==> src/rtl/frame_update_scheduler_pkg.sv <==
// Shared constants for the frame update scheduler: FSM state encodings,
// default sizing and the saturating overrun counter helper.
package frame_update_scheduler_pkg;

    typedef enum logic [1:0] {
        IDLE  = 2'd0,
        SCAN  = 2'd1,
        GRANT = 2'd2
    } state_t;

    localparam int DEFAULT_NUM_CLIENTS    = 4;
    localparam int DEFAULT_TIMEOUT_CYCLES = 65535;
    localparam int OVR_W                  = 8;

    function automatic logic [OVR_W-1:0] sat_inc(input logic [OVR_W-1:0] v);
        return (v == '1) ? v : v + OVR_W'(1);
    endfunction

endpackage

==> src/rtl/frame_update_scheduler_grant_timer.sv <==
// Grant-length counter: cleared when a grant starts, counts while granted,
// flags the last permitted cycle of a grant.
module frame_update_scheduler_grant_timer #(
    parameter int TIMEOUT_CYCLES = 65535,
    parameter int TMR_W          = 16
) (
    input  logic clock,
    input  logic reset,
    input  logic clear,
    input  logic enable,
    output logic expired
);

    logic [TMR_W-1:0] count_reg;

    always_ff @(posedge clock) begin
        if (reset || clear) begin
            count_reg <= '0;
        end else if (enable) begin
            count_reg <= count_reg + TMR_W'(1);
        end
    end

    assign expired = (count_reg == TMR_W'(TIMEOUT_CYCLES - 1));

endmodule

==> src/rtl/frame_update_scheduler.sv <==
// Per-frame update sequencer: latches pending requests on a frame tick and
// grants the shared update slot to each pending client in index order.
module frame_update_scheduler
    import frame_update_scheduler_pkg::*;
#(
    parameter int NUM_CLIENTS    = DEFAULT_NUM_CLIENTS,
    parameter int ID_W           = 2,
    parameter int TIMEOUT_CYCLES = DEFAULT_TIMEOUT_CYCLES,
    parameter int TMR_W          = 16
) (
    input  logic                   clock,
    input  logic                   reset,
    input  logic                   tick,
    input  logic [NUM_CLIENTS-1:0] req,
    input  logic [NUM_CLIENTS-1:0] done,
    output logic [NUM_CLIENTS-1:0] grant,
    output logic [ID_W-1:0]        active_id,
    output logic                   frame_start,
    output logic                   busy,
    output logic                   timeout,
    output logic                   overrun,
    output logic [OVR_W-1:0]       overrun_count
);

    state_t                 state_reg;
    logic [NUM_CLIENTS-1:0] pending_reg;
    logic [NUM_CLIENTS-1:0] grant_reg;
    logic [ID_W-1:0]        active_id_reg;
    logic                   frame_start_reg;
    logic                   busy_reg;
    logic                   timeout_reg;
    logic                   overrun_reg;
    logic [OVR_W-1:0]       overrun_count_reg;

    logic [NUM_CLIENTS-1:0] sel;
    logic                   cur_pending;
    logic                   cur_done;
    logic                   last_idx;
    logic                   timer_expired;
    logic                   release_now;
    logic                   tick_rejected;

    // One-hot decode of the index under examination; keeps all per-client
    // selection free of variable part-selects.
    generate
        for (genvar gi = 0; gi < NUM_CLIENTS; gi++) begin : g_sel
            assign sel[gi] = (active_id_reg == ID_W'(gi));
        end
    endgenerate

    assign cur_pending   = |(pending_reg & sel);
    assign cur_done      = |(done & sel);
    assign last_idx      = (active_id_reg == ID_W'(NUM_CLIENTS - 1));
    assign release_now   = (state_reg == GRANT) && (cur_done || timer_expired);
    assign tick_rejected = tick && (state_reg != IDLE);

    frame_update_scheduler_grant_timer #(
        .TIMEOUT_CYCLES (TIMEOUT_CYCLES),
        .TMR_W          (TMR_W)
    ) u_grant_timer (
        .clock   (clock),
        .reset   (reset),
        .clear   ((state_reg == SCAN) && cur_pending),
        .enable  (state_reg == GRANT),
        .expired (timer_expired)
    );

    always_ff @(posedge clock) begin
        if (reset) begin
            state_reg         <= IDLE;
            pending_reg       <= '0;
            grant_reg         <= '0;
            active_id_reg     <= '0;
            frame_start_reg   <= 1'b0;
            busy_reg          <= 1'b0;
            timeout_reg       <= 1'b0;
            overrun_reg       <= 1'b0;
            overrun_count_reg <= '0;
        end else begin
            frame_start_reg <= 1'b0;
            timeout_reg     <= 1'b0;
            overrun_reg     <= tick_rejected;
            if (tick_rejected) begin
                overrun_count_reg <= sat_inc(overrun_count_reg);
            end

            // busy stays up for one cycle after returning to IDLE
            case (state_reg)
                IDLE: begin
                    busy_reg      <= tick;
                    active_id_reg <= '0;
                    if (tick) begin
                        pending_reg     <= req;
                        frame_start_reg <= 1'b1;
                        state_reg       <= SCAN;
                    end
                end
                SCAN: begin
                    busy_reg <= 1'b1;
                    if (cur_pending) begin
                        grant_reg <= sel;
                        state_reg <= GRANT;
                    end else if (last_idx) begin
                        active_id_reg <= '0;
                        state_reg     <= IDLE;
                    end else begin
                        active_id_reg <= active_id_reg + ID_W'(1);
                    end
                end
                GRANT: begin
                    busy_reg <= 1'b1;
                    if (release_now) begin
                        grant_reg   <= '0;
                        pending_reg <= pending_reg & ~sel;
                        timeout_reg <= !cur_done;
                        if (last_idx) begin
                            active_id_reg <= '0;
                            state_reg     <= IDLE;
                        end else begin
                            active_id_reg <= active_id_reg + ID_W'(1);
                            state_reg     <= SCAN;
                        end
                    end
                end
                default: begin
                    busy_reg  <= 1'b0;
                    grant_reg <= '0;
                    state_reg <= IDLE;
                end
            endcase
        end
    end

    assign grant         = grant_reg;
    assign active_id     = active_id_reg;
    assign frame_start   = frame_start_reg;
    assign busy          = busy_reg;
    assign timeout       = timeout_reg;
    assign overrun       = overrun_reg;
    assign overrun_count = overrun_count_reg;

endmodule

==> config.mk <==
export PLATFORM = sky130hd
export DESIGN_NAME = frame_update_scheduler
export DESIGN_NICKNAME = d
export VERILOG_FILES = /design/src/rtl/frame_update_scheduler_pkg.sv /design/src/rtl/frame_update_scheduler_grant_timer.sv /design/src/rtl/frame_update_scheduler.sv
export SDC_FILE = /design/constraint.sdc
export NUM_CORES = 1
export LEC_CHECK = 0
export BUFFER_PORTS_ARGS = -buffer_cell sky130_fd_sc_hd__buf_2
export CAP_MARGIN = 0
export CORE_MARGIN = 2
export CORE_UTILIZATION = 47
export DETAILED_ROUTE_END_ITERATION = 6
export GPL_ROUTABILITY_DRIVEN = 0
export HOLD_SLACK_MARGIN = 0.08
export PLACE_DENSITY = 0.74
export SETUP_SLACK_MARGIN = 0.5
export SYNTH_ARGS = -nofsm -noshare
export SYNTH_HDL_FRONTEND = slang
export SYNTH_HIERARCHICAL = 1
export SYNTH_SLANG_ARGS = --single-unit
==> constraint.sdc <==
create_clock -name clock -period 3.88 [get_ports clock]
set_input_delay 0.194 -clock clock [delete_from_list [all_inputs] [get_ports clock]]
set_output_delay 0.194 -clock clock [all_outputs]
set_load 0.01 [all_outputs]
==> results_dict.tcl <==
set metrics [dict create \
    final-max-slew-violation-count 0 \
    syn-cell-area_sq_um 2010 \
    portBuffers 28 \
    fmax_ghz 0.445 \
    timing.rr.start "active_id[0]" \
    root_buffer "clkbuf_8" \
    whs_endpoint "pending_reg[1]" \
    finalClockSkew_ps 6.84 \
    power_density_nw_per_um2 373 \
    fin_area_sq_um 2280 \
    finalSetupTns_ps 0 \
    netlist_instances 227 \
    synth_flop_cell "dfxtp_1" \
    die_area_sq_um 4820 \
    cts.clk_slew.worst_paths_ps 80 \
    antenna_found_initial 0 \
    die-width_um 69.4 \
    drive_gt1_share_pct 17.9 \
    hpwl_um 2850 \
    htreeDepth 2 \
    gr-total-overflow 0 \
    reg2regPathDepth 6 \
    viasPerCell 5.53 \
    pre_cts_ws_ps 1680 \
    place_inst 299 \
    cts_tree "done" \
    tritoncts.num_buffers 5 \
    drt_iter0_drc 114 \
    slew-limit-headroom_pct 54.4 \
    postCtsSetupBuffers 0 \
    async_flop_share_pct 0 \
    largest_reg_flops 16 \
    worstHoldPathType "primary input to flop" \
    pin_count 29 \
    layout_commonest_cell "dfxtp_1" \
    yosysSeqAreaShare_pct 39.8 \
    cts_resized 0 \
    dpl_cell_area_sq_um 2190 \
    dr.pass1.iters 4 \
    final_cell_mix "40 x dfxtp_1, 28 x buf_2, 22 x nor2_1" \
    start_kind "flop" \
    vias 1697 \
    finalWorstSetupSlack_ps 1630 \
    clkLatencyLatePin_ps 290 \
    cp_max_fo 9 \
    fin_cells 307 \
    critical_path_arrival_ps 2450 \
    synth_edf_count 0 \
    hold_buffers 0 \
    total_power_mw 0.850 \
    rows 23 \
    synth_area_per_cell_sq_um 8.86 \
    outcome "completed" \
    r2r-end "grant[0]" \
    min_path_cells 3 \
    nNetsFinal 278 \
    cp-end-kind "flop" \
    diodes 0 \
    fp.dieH_um 69.4 \
    synth_warnings 6 \
    n_fill_cell 376 \
    start_util_pct 49.6 \
    ys_ff_latch 40 \
    peakVddDrop_uv 198 \
    grt_max_degree 26 \
    tightestPinTransition_ps 675 \
    grt_setup_unrepaired "no" \
    core_sq_um 4060 \
    syn-num-nets 249 \
    drt_wl_total_um 4020 \
    post-route-util_pct 56.1 \
    grt.total_usage_pct 17.7 \
    syn2layout_area_growth_pct 13.2 \
    p_leak_nw 0.924 \
    worstPathRequired_ps 4080 \
    holdWs_ps 142 \
    remaining_drc_errors 0 \
    setup_violations 0 \
    grt_pass1_vias 1533 \
    r2r_setup_slack_ps 1630 \
    clock_sinks 40 \
    fin_crit_ps 2250 \
    critical_path_class "flop to flop" \
    timing.max_cap.violations 0 \
    finalCritPeriodShare_pct 58.0 \
    min-delay-start "req[1]" \
    cts_buffer_depth 2 \
    grt_first_pass_wirelength_um 7070 \
    synth_cell_types 52 \
    drtAntennaViolNets 0 \
    hold_viol 0 \
    post_drt_wl_per_cell_um 13.1 \
]
[kinds of logic (layout without fill, tap and decap cells)]
group | after synthesis | after routing | share of synthesized area (%)
AND/OR/NAND/NOR | 93 | 93 | 25.5
AO/OA/AOI/OAI | 46 | 46 | 16.8
flip-flops | 40 | 40 | 39.8
buffers and inverters | 22 | 52 | 4.35
XOR/XNOR | 12 | 12 | 5.22
adder cells (fa/ha/maj) | 11 | 11 | 6.84
multiplexers | 3 | 3 | 1.49
[Yosys cell counts, types with 3 or more instances]
library cell,n,area share [%]
nand4_1,4,1.2
nand3_1,8,2.0
o32ai_1,4,1.7
xnor2_1,9,3.9
nor3_1,9,2.2
o41ai_1,4,1.7
clkbuf_1,4,0.75
or3_1,3,0.93
inv_1,15,2.8
a21oi_1,12,3.0
nor2_1,22,4.1
dfxtp_1,40,40
ha_1,11,6.8
xor2_1,3,1.3
and3_1,3,0.93
o21ai_0,7,1.7
nand2_1,21,3.9
mux2i_1,3,1.5
[power breakdown]
part	switching (mW)	total [mW]	internal (mW)
clock	0.140	0.286	0.145
combinational	0.0763	0.127	0.0511
sequential	0.0119	0.437	0.425
[worst max-delay path by stage]
stage                    to    startpoint  slack, ps
2_1_floorplan  active_id[1]  active_id[0]       1940
3_5_place_dp       grant[0]  active_id[0]       1680
6_report           grant[0]  active_id[0]       1630
5_1_grt            grant[0]  active_id[0]       1440
3_3_place_gp       grant[2]  active_id[0]       1710
4_1_cts            grant[0]  active_id[0]       1660
[worst max-delay path: stages (launching register included)]
cell      delay (ps)
dfxtp_1          440
inv_1             90
ha_1             260
a222oi_1         540
and3_1           420
nor3_1           150
o32ai_1          250
[layout make-up]
class | count | area, sq um | area share (%)
Clock buffer | 8 | 90.1 | 3.96
Inverter | 16 | 60.1 | 2.64
Multi-Input combinational cell | 165 | 1120 | 49.3
Sequential cell | 40 | 801 | 35.2
Tap cell | 50 | 62.6 | 2.75
Timing Repair Buffer | 28 | 140 | 6.15
[metal layers]
| layer | global-route usage [%] | wire length, um | up-vias |
|---|---|---|---|
| met2 | 26.5 | 1720 | 38 |
| met4 | 5.45 | 42 | 0 |
| met5 | 0 | 0 | - |
| li1 | - | - | 873 |
| met1 | 24.7 | 2070 | 782 |
| met3 | 4.94 | 180 | 4 |
(Power assumes the default switching activity.)
